`src/rtl/lfsr_pkg.sv`:
```
// Shared types and default feedback polynomials for the LFSR burst generator.
// Default taps are maximal-length masks for the common widths.
package lfsr_pkg;

    typedef enum logic [1:0] {
        IDLE,
        RUN,
        HOLD,
        DONE
    } fsm_state_e;

    typedef enum logic {
        MODE_FIB,
        MODE_GAL
    } lfsr_mode_e;

    localparam logic [7:0]  TAPS_8  = 8'hB8;
    localparam logic [15:0] TAPS_16 = 16'hB400;
    localparam logic [31:0] TAPS_32 = 32'hA3000000;

    // Other widths fall back to a non-zero mask using the top and bottom
    // bits; designs at those widths should supply their own TAPS.
    function automatic logic [63:0] default_taps(input int width);
        case (width)
            8:       return 64'(TAPS_8);
            16:      return 64'(TAPS_16);
            32:      return 64'(TAPS_32);
            default: return (64'(1) << (width - 1)) | 64'(1);
        endcase
    endfunction

endpackage

```
`src/rtl/lfsr_step.sv`:
```
// Combinational next-state function of the LFSR, Fibonacci or Galois form,
// with all-zero state replaced by ZERO_SUB.
module lfsr_step
    import lfsr_pkg::*;
#(
    parameter int                N_BITS   = 8,
    parameter logic [N_BITS-1:0] TAPS     = N_BITS'(default_taps(N_BITS)),
    parameter int                ZERO_SUB = 1
) (
    input  logic [N_BITS-1:0] state,
    input  lfsr_mode_e        mode,
    output logic [N_BITS-1:0] next_state
);

    localparam logic [N_BITS-1:0] ZERO_VAL = N_BITS'(ZERO_SUB);

    logic              fb;
    logic [N_BITS-1:0] fib;
    logic [N_BITS-1:0] gal;
    logic [N_BITS-1:0] raw;

    always_comb begin
        fb  = ^(state & TAPS);
        fib = {state[N_BITS-2:0], fb};
        gal = (state >> 1) ^ (state[0] ? TAPS : '0);
        raw = (mode == MODE_GAL) ? gal : fib;
        // Zero is a lock-up state; only a faulty polynomial can reach it.
        next_state = (raw == '0) ? ZERO_VAL : raw;
    end

endmodule

```
`src/rtl/lfsr_burst_gen.sv`:
```
// Pseudo-random address generator: seeded LFSR stepped under a valid/ready
// handshake, emitting bounded bursts (or free-running) with a done pulse.
module lfsr_burst_gen
    import lfsr_pkg::*;
#(
    parameter int                N_BITS   = 8,
    parameter logic [N_BITS-1:0] TAPS     = N_BITS'(default_taps(N_BITS)),
    parameter int                CNT_W    = 16,
    parameter int                ZERO_SUB = 1
) (
    input  logic              clk,
    input  logic              rst_ni,
    input  logic              start_bit,
    input  logic              en,
    input  logic              mode_i,
    input  logic [N_BITS-1:0] seed_address,
    input  logic [CNT_W-1:0]  burst_len_i,
    input  logic              out_ready_i,
    output logic [N_BITS-1:0] lfsr_output,
    output logic              out_valid_o,
    output logic              busy_o,
    output logic              done_o,
    output logic [CNT_W-1:0]  step_cnt_o
);

    localparam logic [N_BITS-1:0] ZERO_VAL = N_BITS'(ZERO_SUB);

    fsm_state_e        fsm_q, fsm_d;
    lfsr_mode_e        mode_q, mode_d;
    logic [N_BITS-1:0] state_q, state_d;
    logic [CNT_W-1:0]  len_q, len_d;
    logic [CNT_W-1:0]  cnt_q, cnt_d;
    logic [N_BITS-1:0] step_next;
    logic [CNT_W-1:0]  cnt_inc;

    lfsr_step #(
        .N_BITS   (N_BITS),
        .TAPS     (TAPS),
        .ZERO_SUB (ZERO_SUB)
    ) u_step (
        .state      (state_q),
        .mode       (mode_q),
        .next_state (step_next)
    );

    assign cnt_inc = (cnt_q == '1) ? cnt_q : cnt_q + CNT_W'(1);

    // NOTE: every signal driven here gets its hold value first, so no path
    // through the case leaves one unassigned and no latch is inferred.
    always_comb begin
        fsm_d   = fsm_q;
        mode_d  = mode_q;
        state_d = state_q;
        len_d   = len_q;
        cnt_d   = cnt_q;
        if (start_bit) begin
            state_d = (seed_address == '0) ? ZERO_VAL : seed_address;
            mode_d  = lfsr_mode_e'(mode_i);
            len_d   = burst_len_i;
            cnt_d   = '0;
            fsm_d   = RUN;
        end else begin
            case (fsm_q)
                RUN: begin
                    if (en) begin
                        state_d = step_next;
                        cnt_d   = cnt_inc;
                        fsm_d   = HOLD;
                    end
                end
                HOLD: begin
                    if (out_ready_i) begin
                        fsm_d = (len_q != '0 && cnt_q == len_q) ? DONE : RUN;
                    end
                end
                DONE:    fsm_d = IDLE;
                default: fsm_d = fsm_q;
            endcase
        end
    end

    // NOTE: registers use non-blocking assignments so every flop samples the
    // values from before this edge, independent of statement order.
    always_ff @(posedge clk or negedge rst_ni) begin
        if (!rst_ni) begin
            fsm_q   <= IDLE;
            mode_q  <= MODE_FIB;
            state_q <= ZERO_VAL;
            len_q   <= '0;
            cnt_q   <= '0;
        end else begin
            fsm_q   <= fsm_d;
            mode_q  <= mode_d;
            state_q <= state_d;
            len_q   <= len_d;
            cnt_q   <= cnt_d;
        end
    end

    // A value is pending exactly while the FSM sits in HOLD.
    assign lfsr_output = state_q;
    assign out_valid_o = (fsm_q == HOLD);
    assign busy_o      = (fsm_q == RUN) || (fsm_q == HOLD);
    assign done_o      = (fsm_q == DONE);
    assign step_cnt_o  = cnt_q;

endmodule

```
`config.mk`:
```
export PLATFORM = sky130hd
export DESIGN_NAME = lfsr_burst_gen
export DESIGN_NICKNAME = d
export VERILOG_FILES = /design/src/rtl/lfsr_pkg.sv /design/src/rtl/lfsr_step.sv /design/src/rtl/lfsr_burst_gen.sv
export SDC_FILE = /design/constraint.sdc
export NUM_CORES = 1
export LEC_CHECK = 0
export ABC_AREA = 0
export CAP_MARGIN = 20
export CORE_MARGIN = 8
export CORE_UTILIZATION = 50
export DETAILED_ROUTE_END_ITERATION = 16
export PLACE_DENSITY = 0.82
export SKIP_CTS_REPAIR_TIMING = 1
export SYNTH_ARGS = -nofsm -noshare
export SYNTH_HDL_FRONTEND = slang
export SYNTH_SLANG_ARGS = --single-unit
```
`constraint.sdc`:
```
create_clock -name clk -period 2.45 [get_ports clk]
set_input_delay 0.49 -clock clk [delete_from_list [all_inputs] [get_ports clk]]
set_output_delay 0.49 -clock clk [all_outputs]
set_load 0.02 [all_outputs]
```
==> run summary <==
remaining antenna violation count: 0
WP data arrival: 2470 ps
final-report max-slew violation count: 0
H-tree depth: 2
initial antenna violation count: 0
drt total wl: 6540 um
CTS root buf: clkbuf_8
Placed Cells: 372
outcome: finished clean
hold crit path type: in -> async
Synth Area in Adders: 2.00%
relative slew slack: 56.3%
compound-gate portion of the synthesized area: 11.8%
Simple-Gate Fraction of Synth Area: 20.8%
PD cells: 674 nW/um2
hpwl dp: 4820 um
Fillers: 391
Site Rows: 25
largest family of logic cells by synthesized area: simple AND/OR/NAND/NOR gates
post-DR wirelength/cell: 17.2 um
Clock Latency Late Sink: 300 ps
Via Count: 2,201
Crit Path Max Fanout: 7
syn nets: 288
Crit. End Element: flop
syn avg cell area: 9.87 um2
fraction of layout instances using a drive strength above 1: 15.0%
die width: 86.8 um
Die Height: 86.8 um
die area: 7540 um2
CP Cell Sequence: ha_1, nand4_1, nor4_1, a21oi_1, a311oi_1
synth unique cells: 46
area delta synth->final: 30.5%
Final TNS setup: 0 ps
final hold vios: 0
clock-pin slew of the registers on the worst-case setup and hold paths: 90 ps
CP bufs+invs: 0
port bufs: 56
total track usage: 18.0%
multi-input logic area: 1350 um2
Max stage delay on crit path: 690 ps
CTS Buf Count: 5
most common flop cell mapped by yosys: dfrtp_1
most frequent cells in the layout: clkdlybuf4s50_1 (54), dfrtp_1 (42), xnor2_1 (21), mux2_2 (21)
register area: 1080 um2
mux contribution to synthesized area: 11.4%
Setup violations, final: 0
Max rail drop VDD: 366 uV
EDFF count, synth: 0
1st-iter DRT viols: 154
worst clock skew: 11.4 ps
1st-pass router iterations: 4
fraction of registers with async set/reset: 100%
vias in the first global route: 2,239
starting density of the core: 52.4%
Max Cap Violations: 0
period utilization: 92.2%
clk sink count: 43
global-route wire length before repair: 10,800 um
highest clock rate: 443 MHz
DRC Markers: 0
commonest non-fill, non-tap cell in the layout: clkdlybuf4s50_1
worst setup path category: reg -> reg
CTS Buffer Depth: 2
Crit path max-delay family: simple AND/OR/NAND/NOR gates
#FFs+latches synth: 43
register area share after synthesis: 43.0%
overall power: 2.21 mW
CP required: 2660 ps
YS warnings: 0
P_leak: 1.26 nW
total core area: 4790 um2
Worst Tran Pin Value: 649 ps
Tmin final: 2260 ps
routability congestion estimate: 0.842
diode count: 0
Layout Nets: 346
largest net degree at the start of global routing: 44
post-synthesis cell area: 2510 um2
Top Ports: 57
crit path max-delay cell type: nor4_1
Post-Synth XOR/XNOR Area: 7.68%
Synth Instances: 254
number of vias per cell: 5.79
startpoint types: flop
grt ovf: 0
CTS tree: built
fin cells: 380
unrepaired setup endpoints after global routing: no
## metrics by stage
| step | util [%] | hold WS (ps) | setup slack, ps | instance area, um2 |
|---|---|---|---|---|
| 6_report | 68.4 | 148 | 191 | 3270 |
| 2_1_floorplan | - | 194 | 464 | 2510 |
| 3_3_place_gp | 66.0 | 478 | 140 | 3160 |
| 5_1_grt | 68.4 | 164 | 27.2 | 3270 |
| 3_5_place_dp | 66.0 | 482 | -34.2 | 3160 |
| 4_1_cts | 68.4 | 160 | 197 | 3270 |
## worst reg2reg max path: stages (launching register included)
cell and delay (ps):
dfrtp_1 490, ha_1 230, nand4_1 310, nor4_1 700
a21oi_1 170, a311oi_1 280
## worst paths after layout
path | startpoint | end | slack [ps] | cells past startpoint
worst max-delay path | step_cnt_o[1]$_DFFE_PN0P_ | step_cnt_o[12]$_DFFE_PN0P_ | 190 | 5
worst min-delay path | rst_ni | mode_q$_DFFE_PN0P_ | 150 | 2
worst max register to register | step_cnt_o[1]$_DFFE_PN0P_ | step_cnt_o[12]$_DFFE_PN0P_ | 190 | 5
worst min register to register | len_q[11]$_DFFE_PN0P_ | len_q[11]$_DFFE_PN0P_ | 560 | 1
max in group asynchronous | rst_ni | lfsr_output[0]$_DFFE_PN1P_ | 2030 | 2
min in group clk | len_q[11]$_DFFE_PN0P_ | len_q[11]$_DFFE_PN0P_ | 560 | 1
## layer usage
layer | vias up | wire length (um) | GRT usage (%)
li1 | 1047 | - | -
met1 | 1088 | 2870 | 22.6
met2 | 53 | 3260 | 30.0
met3 | 13 | 310 | 3.40
met4 | 0 | 108 | 6.10
met5 | - | 0 | 0
## cells in the mapped netlist (5+ instances only)
cell      count  area share (%)
dfrtp_1      42              42
mux2_2       21             9.4
xnor2_1      21             7.3
a21oi_1      19             3.8
nor2_1       19             2.8
nand2_1      14             2.1
nor4_1       14             3.5
o21ai_0      10             2.0
inv_1         8             1.2
a211oi_1      7             2.1
clkbuf_1      7             1.0
or4_1         7             2.1
nand4_1       6             1.5
mux2i_1       5             2.0
nand3_1       5             1.0
## area by class of cell
class                   count  share of cell area (%)
clock buffers               5                    2.10
clock inverters             3                    1.34
inverters                   8                   0.918
multi-input cells         190                    41.1
flip-flops and latches     43                    32.9
well taps                  67                    2.56
repair buffers             64                    19.0
## flip-flops by register name, summed over array words and instances (netlist names)
name,cells
fsm_q,2
len_q,16
lfsr_output,8
mode_q,1
step_cnt_o,16
## cell families (layout without fill, tap and decap cells)
logic type                 after synthesis  after routing
AOI/OAI and AO/OA                       48             48
buffers and inverters                   21             80
xor gates and xnor gates                22             22
DFF                                     43             43
adders and majority gates                4              4
and+or+nand+nor                         90             90
muxes                                   26             26
## power breakdown
part / switching, mW / internal, mW
logic: 0.360 / 0.372
registers: 0.115 / 0.793
clock network: 0.263 / 0.304
Note: power is estimated with default switching activity, not from simulation.
